## src/rtl/uart_calc_sequencer_pkg.sv

```systemverilog
// Shared types and constants for the UART -> adder -> UART sequencer.
package uart_calc_pkg;

  localparam int DATA_W_DEF    = 8;
  localparam int CLK_HZ        = 100_000_000;
  localparam int BAUD          = 115_200;
  localparam int BAUD_PRESCALE = CLK_HZ / (BAUD * 8);

  typedef enum logic [2:0] {
    IDLE   = 3'd0,
    WAIT_B = 3'd1,
    CALC   = 3'd2,
    TX_HI  = 3'd3,
    TX_LO  = 3'd4
  } seq_state_e;

endpackage

```

## src/rtl/uart_calc_sequencer_if.sv

```systemverilog
// RX stream, TX stream and adder handshake bundle; master = sequencer side.
interface uart_calc_sequencer_if #(
  parameter int DATA_W = uart_calc_pkg::DATA_W_DEF
);
  logic [DATA_W-1:0] rx_tdata;
  logic              rx_tvalid;
  logic              rx_tready;
  logic [DATA_W-1:0] tx_tdata;
  logic              tx_tvalid;
  logic              tx_tready;
  logic [DATA_W-1:0] op_a;
  logic [DATA_W-1:0] op_b;
  logic              op_start;
  logic [DATA_W:0]   op_result;
  logic              op_done;

  modport master (
    input  rx_tdata, rx_tvalid, tx_tready, op_result, op_done,
    output rx_tready, tx_tdata, tx_tvalid, op_a, op_b, op_start
  );

  modport slave (
    output rx_tdata, rx_tvalid, tx_tready, op_result, op_done,
    input  rx_tready, tx_tdata, tx_tvalid, op_a, op_b, op_start
  );
endinterface

```

## src/rtl/uart_calc_sequencer_timeout_ctr.sv

```systemverilog
// Saturating idle timer: counts 0..LIMIT-1 while enabled, flags expiry, clear wins.
module seq_timeout_ctr
  import uart_calc_pkg::*;
#(
  parameter int LIMIT = 1_000_000
) (
  input  logic clk,
  input  logic reset,
  input  logic clear_i,
  input  logic en_i,
  output logic expired_o
);
  localparam int W = $clog2(LIMIT);
  localparam logic [W-1:0] LAST = W'(LIMIT - 1);

  logic [W-1:0] cnt_q, cnt_d;

  assign expired_o = (cnt_q == LAST);

  always_comb begin
    cnt_d = cnt_q;
    if (clear_i) begin
      cnt_d = '0;
    end else if (en_i && !expired_o) begin
      cnt_d = cnt_q + W'(1);
    end
  end

  always_ff @(posedge clk) begin
    if (reset) begin
      cnt_q <= '0;
    end else begin
      cnt_q <= cnt_d;
    end
  end
endmodule

```

## src/rtl/uart_calc_sequencer.sv

```systemverilog
// Two RX bytes -> adder start/done -> 9-bit sum out as two TX bytes, high first.
// All stream/adder outputs registered; TX holds data under backpressure, RX stalls outside IDLE/WAIT_B.
module uart_calc_sequencer
  import uart_calc_pkg::*;
#(
  parameter int DATA_W         = DATA_W_DEF,
  parameter int TIMEOUT_CYCLES = 1_000_000,
  parameter int CNT_W          = 16
) (
  input  logic                  clk,
  input  logic                  reset,
  uart_calc_sequencer_if.master bus,
  output logic                  busy,
  output logic                  timeout_err,
  output logic [CNT_W-1:0]      frame_cnt
);
  seq_state_e        state_q, state_d;
  logic [DATA_W-1:0] op_a_q, op_a_d, op_b_q, op_b_d;
  logic              op_start_q, op_start_d;
  logic [DATA_W:0]   res_q, res_d;
  logic [DATA_W-1:0] tx_tdata_q, tx_tdata_d;
  logic              tx_tvalid_q, tx_tvalid_d;
  logic              timeout_err_q, timeout_err_d;
  logic [CNT_W-1:0]  frame_cnt_q, frame_cnt_d;
  logic              rx_xfer, tx_xfer, expired;

  assign bus.rx_tready = (state_q == IDLE) || (state_q == WAIT_B);
  assign bus.tx_tdata  = tx_tdata_q;
  assign bus.tx_tvalid = tx_tvalid_q;
  assign bus.op_a      = op_a_q;
  assign bus.op_b      = op_b_q;
  assign bus.op_start  = op_start_q;
  assign busy          = (state_q != IDLE);
  assign timeout_err   = timeout_err_q;
  assign frame_cnt     = frame_cnt_q;

  assign rx_xfer = bus.rx_tvalid && bus.rx_tready;
  assign tx_xfer = tx_tvalid_q && bus.tx_tready;

  // Timer restarts on every state change, so each wait gets a fresh budget.
  seq_timeout_ctr #(.LIMIT(TIMEOUT_CYCLES)) u_timeout (
    .clk       (clk),
    .reset     (reset),
    .clear_i   (state_d != state_q),
    .en_i      ((state_q == WAIT_B) || (state_q == CALC)),
    .expired_o (expired)
  );

  always_comb begin
    state_d       = state_q;
    op_a_d        = op_a_q;
    op_b_d        = op_b_q;
    op_start_d    = 1'b0;
    res_d         = res_q;
    tx_tdata_d    = tx_tdata_q;
    tx_tvalid_d   = tx_tvalid_q;
    timeout_err_d = 1'b0;
    frame_cnt_d   = frame_cnt_q;
    case (state_q)
      IDLE: begin
        if (rx_xfer) begin
          op_a_d  = bus.rx_tdata;
          state_d = WAIT_B;
        end
      end
      WAIT_B: begin
        if (rx_xfer) begin
          op_b_d     = bus.rx_tdata;
          op_start_d = 1'b1;
          state_d    = CALC;
        end else if (expired) begin
          timeout_err_d = 1'b1;
          state_d       = IDLE;
        end
      end
      CALC: begin
        // A done coinciding with our own start pulse cannot belong to this launch.
        if (bus.op_done && !op_start_q) begin
          res_d       = bus.op_result;
          tx_tdata_d  = {{(DATA_W-1){1'b0}}, bus.op_result[DATA_W]};
          tx_tvalid_d = 1'b1;
          state_d     = TX_HI;
        end else if (expired) begin
          timeout_err_d = 1'b1;
          state_d       = IDLE;
        end
      end
      TX_HI: begin
        if (tx_xfer) begin
          tx_tdata_d = res_q[DATA_W-1:0];
          state_d    = TX_LO;
        end else begin
          tx_tdata_d = {{(DATA_W-1){1'b0}}, res_q[DATA_W]};
        end
      end
      TX_LO: begin
        if (tx_xfer) begin
          tx_tvalid_d = 1'b0;
          frame_cnt_d = frame_cnt_q + CNT_W'(1);
          state_d     = IDLE;
        end
      end
      default: state_d = IDLE;
    endcase
  end

  always_ff @(posedge clk) begin
    if (reset) begin
      state_q       <= IDLE;
      op_a_q        <= '0;
      op_b_q        <= '0;
      op_start_q    <= 1'b0;
      res_q         <= '0;
      tx_tdata_q    <= '0;
      tx_tvalid_q   <= 1'b0;
      timeout_err_q <= 1'b0;
      frame_cnt_q   <= '0;
    end else begin
      state_q       <= state_d;
      op_a_q        <= op_a_d;
      op_b_q        <= op_b_d;
      op_start_q    <= op_start_d;
      res_q         <= res_d;
      tx_tdata_q    <= tx_tdata_d;
      tx_tvalid_q   <= tx_tvalid_d;
      timeout_err_q <= timeout_err_d;
      frame_cnt_q   <= frame_cnt_d;
    end
  end
endmodule

```

## src/flat_wrapper.sv

```systemverilog
// flat-port wrapper written by rule: the top's interface ports become plain ports
module uart_calc_sequencer_flat import uart_calc_pkg::*;
#(
  parameter int DATA_W         = DATA_W_DEF,
  parameter int TIMEOUT_CYCLES = 1_000_000,
  parameter int CNT_W          = 16
)
  (clk, reset, busy, timeout_err, frame_cnt, bus_rx_tdata, bus_rx_tvalid, bus_tx_tready, bus_op_result, bus_op_done, bus_rx_tready, bus_tx_tdata, bus_tx_tvalid, bus_op_a, bus_op_b, bus_op_start);
  uart_calc_sequencer_if #(.DATA_W(DATA_W)) bus_i ();
  input  logic clk;
  input  logic reset;
  output logic busy;
  output logic timeout_err;
  output logic [CNT_W-1:0] frame_cnt;
  input wire logic [$bits(bus_i.rx_tdata)-1:0] bus_rx_tdata;
  input wire logic [$bits(bus_i.rx_tvalid)-1:0] bus_rx_tvalid;
  input wire logic [$bits(bus_i.tx_tready)-1:0] bus_tx_tready;
  input wire logic [$bits(bus_i.op_result)-1:0] bus_op_result;
  input wire logic [$bits(bus_i.op_done)-1:0] bus_op_done;
  output wire logic [$bits(bus_i.rx_tready)-1:0] bus_rx_tready;
  output wire logic [$bits(bus_i.tx_tdata)-1:0] bus_tx_tdata;
  output wire logic [$bits(bus_i.tx_tvalid)-1:0] bus_tx_tvalid;
  output wire logic [$bits(bus_i.op_a)-1:0] bus_op_a;
  output wire logic [$bits(bus_i.op_b)-1:0] bus_op_b;
  output wire logic [$bits(bus_i.op_start)-1:0] bus_op_start;
  assign bus_i.rx_tdata = bus_rx_tdata;
  assign bus_i.rx_tvalid = bus_rx_tvalid;
  assign bus_i.tx_tready = bus_tx_tready;
  assign bus_i.op_result = bus_op_result;
  assign bus_i.op_done = bus_op_done;
  assign bus_rx_tready = bus_i.rx_tready;
  assign bus_tx_tdata = bus_i.tx_tdata;
  assign bus_tx_tvalid = bus_i.tx_tvalid;
  assign bus_op_a = bus_i.op_a;
  assign bus_op_b = bus_i.op_b;
  assign bus_op_start = bus_i.op_start;
  uart_calc_sequencer #(.DATA_W(DATA_W), .TIMEOUT_CYCLES(TIMEOUT_CYCLES), .CNT_W(CNT_W)) u_core (.clk(clk), .reset(reset), .bus(bus_i), .busy(busy), .timeout_err(timeout_err), .frame_cnt(frame_cnt));
endmodule
```

## config.mk

```make
export PLATFORM = sky130hd
export DESIGN_NAME = uart_calc_sequencer_flat
export DESIGN_NICKNAME = d
export VERILOG_FILES = /design/src/rtl/uart_calc_sequencer_pkg.sv /design/src/rtl/uart_calc_sequencer_if.sv /design/src/rtl/uart_calc_sequencer_timeout_ctr.sv /design/src/rtl/uart_calc_sequencer.sv /design/src/flat_wrapper.sv
export SDC_FILE = /design/constraint.sdc
export NUM_CORES = 1
export LEC_CHECK = 0
export CORE_UTILIZATION = 46
export CTS_CLUSTER_DIAMETER = 150
export DETAILED_ROUTE_END_ITERATION = 12
export PLACE_DENSITY = 0.87
export SKIP_CTS_REPAIR_TIMING = 1
export SYNTH_ARGS = -nofsm -noshare
export SYNTH_HDL_FRONTEND = slang
export SYNTH_HIERARCHICAL = 1
export SYNTH_SLANG_ARGS = --single-unit
```

## constraint.sdc

```tcl
create_clock -name clk -period 3.21 [get_ports clk]
set_clock_uncertainty 0.1 [all_clocks]
set_input_delay 0.8025 -clock clk [delete_from_list [all_inputs] [get_ports clk]]
set_output_delay 0.8025 -clock clk [all_outputs]
set_load 0.02 [all_outputs]
```

After elaboration in Yosys (flattened, before gate mapping)
Cells that the tools add are included.
{ "word_totals": {"register_bits": 75, "inputBits": 22} }
{ "op_classes": {"addsub": 2, "eq_ne": 8, "n_mux": 18, "n_bitwise": 1, "reduce_logical": 20} }
{ "op_table": {"columns": ["cell", "count"], "rows": [
  ["$add A20 B1 Y20 const B", 1],
  ["$eq A20 B20 Y1 const B", 1],
  ["$mux W3", 6],
  ["$add A16 B1 Y16 const B", 1],
  ["$mux W8", 2],
  ["$pmux W8 S2", 1],
  ["$pmux W3 S5", 1],
  ["$reduce_and A2 Y1", 5],
  ["$eq A3 B2 Y1 const B", 2],
  ["$mux W1", 6],
  ["$logic_and A1 B1 Y1", 4],
  ["$pmux W1 S2", 2],
  ["$reduce_bool A2 Y1", 2],
  ["$reduce_or A2 Y1", 2],
  ["$eq A3 B1 Y1 const B", 1],
  ["$eq A3 B3 Y1 const B", 1],
  ["$logic_not A3 Y1", 1],
  ["$ne A3 B3 Y1", 1],
  ["$reduce_and A3 Y1", 1],
  ["$reduce_bool A3 Y1", 1],
  ["$logic_not A1 Y1", 2],
  ["$logic_or A1 B1 Y1", 2],
  ["$ne A2 B1 Y1 const B", 1],
  ["$ne A2 B2 Y1 const B", 1],
  ["$not A1 Y1", 1]
]} }

Depth between registers and ports, before layout
{ "depth": {"depth_word": 7, "depth_mapped": 12} }

Cells and area by module
The synthesis kept the hierarchy.
{ "by_module_without_submodules": {"columns": ["mod", "instances", "cells_each", "area_each_um2"], "rows": [
  ["uart_calc_sequencer", 1, 270, 2279.7],
  ["seq_timeout_ctr", 1, 114, 998.5]
]} }

Least setup slack after synthesis
No wires, ideal clock.
{ "synth_timing": {"kind": "flip-flop to flip-flop", "startpoint": "register u_core.u_timeout.cnt_q[11]", "endpoint": "register u_core.u_timeout.cnt_q[12]", "setup_time_ns": 0.074, "t_arrival_ns": 3.060, "required_ns": 3.036, "slack_ns": -0.024, "path_stages_with_launch": 12, "cell_sequence": "dfxtp_1 or4b_4 nor4_4 nand2_2 inv_1 o21ai_0 a221oi_1 mux2i_1 or2_2 clkbuf_1 or4_1 o21ai_0"} }
{ "synth_between": {"elab_chain_cells": 6, "elab_cells_between_ends": 10, "cone_classes": "add/sub (1); eq/ne (2); mux (4); reduce/logical (3)"} }
{ "synth_lines": {"columns": ["item", "line", "text"], "rows": [
  ["start, declared", "uart_calc_sequencer_timeout_ctr.sv:16", "logic [W-1:0] cnt_q, cnt_d;"],
  ["start signal, assigned", "uart_calc_sequencer_timeout_ctr.sv:33", "cnt_q <= cnt_d;"],
  ["$eq A20 B20 Y1 (*)", "uart_calc_sequencer_timeout_ctr.sv:18", "assign expired_o = (cnt_q == LAST);"],
  ["named net u_core.expired", "uart_calc_sequencer.sv:25", "logic rx_xfer, tx_xfer, expired;"],
  ["$mux W3", "uart_calc_sequencer.sv:71, uart_calc_sequencer.sv:83", null],
  ["$mux W3 (on tied branches)", "uart_calc_sequencer.sv:78, uart_calc_sequencer.sv:67", null],
  ["$pmux W3 S5", "uart_calc_sequencer.sv:59", "case (state_q)"],
  ["$ne A3 B3 Y1", "uart_calc_sequencer.sv:44", ".clear_i (state_d != state_q),"],
  ["$reduce_or A2 Y1 (no source line)", null, null]
]} }
Mark *: on every way through the listed nets, which the timed path passes. The rest lies on a longest branch.
A chain may end at the register's enable or synchronous reset.

Worst setup path after layout
Same ends and word-level chain as after synthesis.

==> metrics.md <==
| Metric | Value |
|---|---|
| Startpoint types | `flip-flop` |
| Worst vdd ir | `208.6 µV` |
| # setup viols final | `0` |
| Clock Latency Late Sink | `0.34 ns` |
| Outcome | `complete, no violations` |
| Final hold vios | `0` |
| Die area | `7468 µm²` |
| IO Port Bufs | `66` |
| First-pass detailed-route iteration total | `5` |
| First-pass GRT wire length | `12,160 µm` |
| Slew @ Worst Pin | `0.6382 ns` |
| CTS tree | `done` |
| Die height | `86.42 µm` |
| Power, Total | `0.001798 W` |
| Initial core utilization | `0.4799` |
| Routed vias | `3,049` |
| Top cells by area in the synthesized netlist | `dfxtp_1 46%, a21oi_1 5.3%, nand2_1 5.0%` |
| WL/cell | `13.33 µm` |
| Critical path data required time | `3.38 ns` |
| Detailed-route DRC error count | `0` |
| Antenna diodes | `0` |
| Synth async-reset ratio | `0` |
| Detailed Route WL | `7400 µm` |
| Initial DRC count | `195` |
| Worst-case clock buffer depth | `2` |
| CTS root buffer | `clkbuf_8` |
| Vias/cell | `5.494` |
| Clock-pin slew on the worst setup and hold paths | `0.08 ns` |
| Cells after synthesis | `384` |
| Final Non-Filler Cells | `555` |
| Register bit total from synthesis | `75` |
| CP Class | `reg -> reg` |
| RSZ-0062 raised after global routing | `false` |
| Largest area contributor in the netlist | `dfxtp_1` |
| Vias in the first global route | `2,740` |
| LEAKAGE | `1.414 nW` |
| Syn. warnings | `6` |
| Commonest non-fill, non-tap cell in the layout | `dfxtp_1` |
| Post-synthesis sequential area ratio | `0.4580` |
| Ys flop type | `dfxtp_1` |
| Rows | `30` |
| Gpl congestion | `0.7816` |
| # H-tree levels | `3` |
| Post-Syn Area | `3278 µm²` |
| Largest net degree at the start of global routing | `30` |
| Nets in the synthesized netlist | `408` |
| Post-route cell area | `4264 µm²` |
| HP Class | `reg -> reg` |
| Crit path max fanout | `6` |
| Gr usage total | `0.2051` |
| Placement Cell Area | `4066 µm²` |
| Die width | `86.42 µm` |
| Post-synth EDFFs | `0` |
| Synth cell types | `48` |
| Post-DP HPWL | `5251 µm` |
| Synth top area share | `0.4580` |
| Initial antenna violation count | `0` |
| CTS Buf Count | `9` |
| Pwr Density | `421.7 nW/µm²` |
| I/O pins | `67` |
| DP Cell Count | `538` |
| Maximum clock rate | `342.4 MHz` |
| Count of nets after finishing | `478` |
| Clock sinks | `75` |
| Mapped Avg Cell Area | `8.537 µm²` |
| Placeable Area | `6832 µm²` |
| Max Cap Viol | `0` |
| Most frequent cells in the layout | `75 x dfxtp_1, 65 x clkdlybuf4s50_1, 44 x nand2_1` |
| Number of nets with antenna violations after routing | `0` |
| GRT Residual Overflow | `0` |
| Layout cells sized above 1 | `0.08279` |
| Count of pins over their slew limit | `0` |
| Critical path capture point type | `flip-flop` |
| Period utilisation layout | `0.9099` |
| Critical Path AT | `3.09 ns` |
| Area delta synth->final | `30.08%` |
| Final Critical Period | `2.921 ns` |
| Slew margin rel. | `0.5736` |
[cell usage after synthesis, types with 2 or more instances]
cell type and number:
a211oi_1 3, a21oi_1 35, a221oi_1 2, a22oi_1 7, a31oi_1 4, and2_1 6, and3_1 4, and4_1 4
clkbuf_1 16, dfxtp_1 75, ha_1 2, inv_1 8, mux2i_1 11, nand2_1 44, nand2b_1 6, nand3_1 15
nand4_1 9, nand4bb_1 2, nor2_1 42, nor2b_1 3, nor3_1 5, nor3b_1 3, nor4_1 6, o21ai_0 18
o31ai_1 4, or3_1 12, or4_1 6, xnor2_1 9, xor2_1 4
[layout make-up]
type                            count  area [µm²]
Clock buffer                       11       131.4
Multi-Input combinational cell    283        1689
Clock inverter                      5       53.80
Tap cell                           96       120.1
Timing Repair Buffer               77       738.2
Inverter                            8       30.03
Sequential cell                    75        1501
Fill cell                         600        2567
[state kept, by name, indices dropped and copies added, names as in the netlist]
register and count:
u_core/bus.op_a 8, u_core/bus.op_b 8, u_core/bus.op_start 1, u_core/bus.tx_tdata 8, u_core/bus.tx_tvalid 1, u_core/frame_cnt 16, u_core/res_q 9, u_core/state_q 3
u_core/timeout_err 1, u_core/u_timeout/cnt_q 20
[kinds of logic (layout without fill, tap and decap cells)]
logic type,Yosys count,after routing,synth area share
buffers and inverters,26,101,0.03015
AND/OR/NAND/NOR,177,177,0.2897
XOR/XNOR,13,13,0.03473
adder cells (fa/ha/maj),2,2,0.007632
multiplexers,12,12,0.03817
flip-flops,75,75,0.4580
AO/OA/AOI/OAI,79,79,0.1416
[worst max-delay path: stages (launching register included)]
cell and delay (ns):
dfxtp_1 0.35, or4b_4 0.56, nor4_4 0.18, nand2_2 0.09, inv_2 0.09, o21ai_0 0.11, a221oi_2 0.31, mux2i_1 0.13
or2_2 0.35, or4_1 0.51, o21ai_0 0.08
[metal layers]
metal  global-route usage  part of all wire  vias up
li1                     -                 -     1509
met1               0.2543              0.44     1451
met2               0.3442              0.49       76
met3              0.05238             0.048       13
met4              0.07576             0.018        0
met5                    0                 0        -
[report_power, final]
part           total (W)  switching [W]  internal, W
clock           0.000691       0.000334     0.000357
combinational   0.000149      0.0000781    0.0000711
sequential      0.000958      0.0000136     0.000944
total            0.00180       0.000426      0.00137
[worst paths after layout]
kind / end / from / slack, ns / depth (start not counted)
worst max register to register: u_core/u_timeout/cnt_q[12]$_SDFFE_PP0P_ / u_core/u_timeout/cnt_q[11]$_SDFFE_PP0P_ / 0.29 / 10
worst min register to register: u_core/bus.op_a[2]$_SDFFE_PP0P_ / u_core/bus.op_a[2]$_SDFFE_PP0P_ / 0.36 / 2
worst min-delay path: u_core/bus.op_a[2]$_SDFFE_PP0P_ / u_core/bus.op_a[2]$_SDFFE_PP0P_ / 0.36 / 2
worst max-delay path: u_core/u_timeout/cnt_q[12]$_SDFFE_PP0P_ / u_core/u_timeout/cnt_q[11]$_SDFFE_PP0P_ / 0.29 / 10
[metrics by stage]
| step | hold slack [ns] | utilization | setup WS [ns] | setup TNS (ns) |
|---|---|---|---|---|
| 6_report | 0.3593 | 0.6242 | 0.2892 | 0 |
| 5_1_grt | 0.3773 | 0.6242 | 0.1059 | 0 |
| 4_1_cts | 0.3605 | 0.6223 | 0.06149 | 0 |
| 3_5_place_dp | 0.3501 | 0.5952 | -0.02124 | -0.03438 |
| 3_3_place_gp | 0.3435 | 0.5952 | 0.08690 | 0 |
| 2_1_floorplan | 0.3384 | - | 0.04293 | 0 |
Power figures use the tool's default switching activity.
